`config.mk`:
```
export PLATFORM = sky130hd
export DESIGN_NAME = hc595_serializer
export DESIGN_NICKNAME = d
export VERILOG_FILES = /design/src/rtl/hc595_serializer.sv
export SDC_FILE = /design/constraint.sdc
export NUM_CORES = 1
export LEC_CHECK = 0
export BUFFER_PORTS_ARGS = -buffer_cell sky130_fd_sc_hd__buf_4
export CAP_MARGIN = 20
export CORE_ASPECT_RATIO = 0.5
export CORE_MARGIN = 4
export CORE_UTILIZATION = 50
export DETAILED_ROUTE_END_ITERATION = 16
export PLACE_DENSITY = 0.72
export SLEW_MARGIN = 0
export SYNTH_ARGS = -nofsm -noshare
export SYNTH_HDL_FRONTEND = slang
export SYNTH_SLANG_ARGS = --single-unit
```
`constraint.sdc`:
```
create_clock -name clk -period 2 [get_ports clk]
set_input_delay 0.2 -clock clk [delete_from_list [all_inputs] [get_ports clk]]
set_output_delay 0.2 -clock clk [all_outputs]
set_load 0.01 [all_outputs]
```
`src/rtl/hc595_serializer.sv`:
```
// Serialises {seg,sel} words MSB-first into two cascaded 74HC595s, then pulses STCP.
// A single pending slot holds the newest word that arrives while a frame is running.
module hc595_serializer #(
    parameter int DIV   = 2,
    parameter int WIDTH = 16
) (
    input  logic             clk,
    input  logic             rst_n,
    input  logic [WIDTH-1:0] din,
    input  logic             din_vld,
    output logic             ds,
    output logic             shcp,
    output logic             stcp,
    output logic             busy
);

    localparam int BW = (WIDTH > 1) ? $clog2(WIDTH) : 1;
    localparam logic [7:0]    DIV_LAST = 8'(DIV - 1);
    localparam logic [BW-1:0] BIT_LAST = BW'(WIDTH - 1);

    typedef enum logic [1:0] {
        IDLE,
        SHIFT,
        LATCH
    } state_t;

    state_t           state;
    logic [WIDTH-1:0] sreg;
    logic [WIDTH-1:0] pend_reg;
    logic             pend_flag;
    logic [7:0]       div_cnt;
    logic             phase;
    logic [BW-1:0]    bit_cnt;

    assign ds = sreg[WIDTH-1];

    always_ff @(posedge clk or negedge rst_n) begin
        if (!rst_n) begin
            state     <= IDLE;
            sreg      <= '0;
            pend_reg  <= '0;
            pend_flag <= 1'b0;
            div_cnt   <= '0;
            phase     <= 1'b0;
            bit_cnt   <= '0;
            shcp      <= 1'b0;
            stcp      <= 1'b0;
            busy      <= 1'b0;
        end else begin
            // Strobes during a frame (including the last LATCH cycle) overwrite the pending slot
            if (din_vld && state != IDLE) begin
                pend_reg  <= din;
                pend_flag <= 1'b1;
            end

            case (state)
                IDLE: begin
                    if (din_vld || pend_flag) begin
                        sreg      <= din_vld ? din : pend_reg;
                        pend_flag <= 1'b0;
                        state     <= SHIFT;
                        div_cnt   <= '0;
                        phase     <= 1'b0;
                        bit_cnt   <= '0;
                        shcp      <= 1'b0;
                        busy      <= 1'b1;
                    end
                end

                SHIFT: begin
                    if (div_cnt == DIV_LAST) begin
                        div_cnt <= '0;
                        if (!phase) begin
                            phase <= 1'b1;
                            shcp  <= 1'b1;
                        end else begin
                            // Falling SHCP edge ends the bit; next bit appears on DS together with it
                            phase <= 1'b0;
                            shcp  <= 1'b0;
                            sreg  <= {sreg[WIDTH-2:0], 1'b0};
                            if (bit_cnt == BIT_LAST) begin
                                bit_cnt <= '0;
                                stcp    <= 1'b1;
                                state   <= LATCH;
                            end else begin
                                bit_cnt <= bit_cnt + BW'(1);
                            end
                        end
                    end else begin
                        div_cnt <= div_cnt + 8'd1;
                    end
                end

                LATCH: begin
                    if (div_cnt == DIV_LAST) begin
                        div_cnt <= '0;
                        stcp    <= 1'b0;
                        busy    <= 1'b0;
                        state   <= IDLE;
                    end else begin
                        div_cnt <= div_cnt + 8'd1;
                    end
                end

                default: state <= IDLE;
            endcase
        end
    end

endmodule
```
==> out/qor.txt <==
Synth cell types = 43
Htree depth = 2
Vias in the first global route = 1813
Post-synth ARST share = 100%
Root Driver = clkbuf_8
Unrepaired setup endpoints after global routing = false
Crit path DAT = 2.10 ns
Detail Route Antenna Nets = 0
Num ports = 23
Die H = 59.2 um
Worst Path Required = 2.20 ns
Routed wire length = 4890 um
Worst-path fanout max = 18
Die area = 6540 um2
Total Routing Usage GR = 16.8%
DR DRC count = 0
Max-slew headroom = 58.3%
Most common cell in the synthesized netlist = dfrtp_1
Yosys reg bits = 50
Share of the synthesized area in the top cell type = 47.7%
Largest net degree at the start of global routing = 51
P&R area growth vs syn = 14.7%
Number of synthesis warnings = 0
Starting DRT DRC Count = 86
WHS = 0.126 ns
Vias/cell = 5.47
Max Cap Violations = 0
Core Util, Final = 60.2%
Final worst-path cycle share = 94.9%
Avg Cell Area, Syn = 11.2 um2
Reg clk slew, reported paths = 0.09 ns
Final Hold Fails = 0
P_leak = 1.36 nW
Sum Neg Setup Slack = 0 ns
Final setup viols = 0
DRT Pass-1 Iters = 4
Chip width = 110 um
Area leader, netlist = dfrtp_1
Port buffer count = 22
Post-synth top cells = 50 x dfrtp_1, 28 x nand2_1, 24 x mux2_2, 24 x o21ai_0, 18 x mux2i_1
Via Count = 1831
Register area = 1250 um2
EDFF count, synth = 0
GPL Wtd Cong = 0.848
CTS tree = done
Fraction of layout cells with a size suffix above 1 = 31.3%
First-pass GRT wire length = 8430 um
Status = finished, final reports clean
Initial antenna violation count = 0
CTS buffer count = 5
Hold crit path type = primary input to register
Mapped Area = 2620 um2
Area occupied by multi-input gates = 1290 um2
Core area = 5000 um2
CTS sink cnt = 50
Syn Inst Count = 234
Overflow after GRT = 0
Final #Nets = 289
CTS Buffer Depth = 2
CP Launch Type = register
Seq/Total Area, Yosys = 47.7%
Post-DP HPWL = 3450 um
Type of the worst setup path = register to register
Max Freq = 527 MHz
Later-pin clock latency in the skew report = 0.31 ns
Initial Util = 52.4%
Drt wl/cell = 14.6 um
Pwr Density = 1410 nW/um2
Maximum vdd drop = 0.000635 V
Min Tclk post-route = 1.90 ns
Worst slew pin tran = 0.625 ns
Max-slew violations = 0
Standard-cell rows = 18
Fill cells = 415
Largest cells by area after synthesis = dfrtp_1 48%, mux2_2 10%, mux2i_1 6.9%
Clock skew = 0.00710 ns
Inserted Diodes = 0
Kind of end point of the critical path = register
Syn_nets = 259
Ys flop type = dfrtp_1
worst max-delay path, stage by stage, from the launching register on:
cell and delay, ns:
dfrtp_1 0.40, inv_2 0.10, ha_4 0.13, or3b_4 0.41
o21ai_2 0.08, a21o_1 0.14, buf_12 0.18, mux2_2 0.35
cell families (layout without fill, tap and decap cells):
group           after synthesis  in the layout  synth area share [%]
simple gates                 59             59                  12.0
mux                          50             50                  21.8
flops                        50             50                  47.7
compound gates               48             48                  11.2
buf+inv                      19             50                  3.77
fa+ha+maj                     6              6                  2.86
xor+xnor                      2              2                 0.668
stage by stage:
| step | power, mW | setup slack (ns) | area (um2) | std cells |
|---|---|---|---|---|
| 5_1_grt | 4.57 | 0.0202 | 3010 | 335 |
| 2_1_floorplan | 3.20 | 0.0285 | 2640 | 234 |
| 3_3_place_gp | 3.56 | 0.120 | 2910 | 326 |
| 3_5_place_dp | 3.67 | 0.0594 | 2910 | 326 |
| 4_1_cts | 4.26 | 0.0409 | 3010 | 335 |
| 6_report | 4.23 | 0.102 | 3010 | 335 |
power by group:
group | switching [mW] | internal (mW) | leakage (nW)
Combinational | 0.891 | 1.07 | 0.703
Sequential | 0.253 | 1.43 | 0.612
Clock | 0.342 | 0.248 | 0.0452
Total | 1.49 | 2.75 | 1.36
cells in the final DEF (no fill, tap or decap), types with 2 or more instances in the layout:
cell type   n
o21ai_0    24
mux2_2     24
mux2_4      8
mux2i_1    18
ha_1        5
nand2_1    28
o31ai_1     2
or3_1       2
nand3_1     8
inv_2       2
nor4b_4     2
a211oi_1    2
nor3_1      6
buf_4      31
clkbuf_8    5
xnor2_1     2
a21o_1      2
a21oi_1     6
dfrtp_1    50
nor2_1      4
inv_1       7
path summary, 6_finish.rpt:
| path | depth (start not counted) | slack [ns] | endpoint | from |
|---|---|---|---|---|
| setup / recovery | 7 | 0.10 | sreg[6] | state[0] |
| hold / removal | 2 | 0.13 | pend_reg[8] | din[8] |
| setup reg to reg | 7 | 0.10 | sreg[6] | state[0] |
| hold reg to reg | 1 | 0.50 | sreg[0] | sreg[0] |
| max in group asynchronous | 2 | 1.13 | bit_cnt[3] | rst_n |
| min in group asynchronous | 2 | 0.44 | pend_reg[3] | rst_n |
timing repair:
item / 4_1_cts / 5_1_grt
hold endpoints to repair: 50 / 0
buffers inserted: 0 / 0
hold buffers: 1 / 0
setup endpoints to repair: 0 / 8
gates resized for setup: 0 / 2
layer usage:
metal | track usage (%) | wire, um
met2 | 29.2 | 2350
met3 | 4.79 | 221
met5 | 0 | 0
met4 | 5.44 | 63
met1 | 20.4 | 2260
cell type report:
cell class	count	area share, %
Multi-Input combinational cell	165	42.8
Sequential cell	50	41.6
Timing Repair Buffer	33	8.74
Tap cell	70	2.91
Clock buffer	6	2.41
Inverter	9	1.12
Clock inverter	2	0.458
Note: power is estimated with default switching activity, not from simulation.
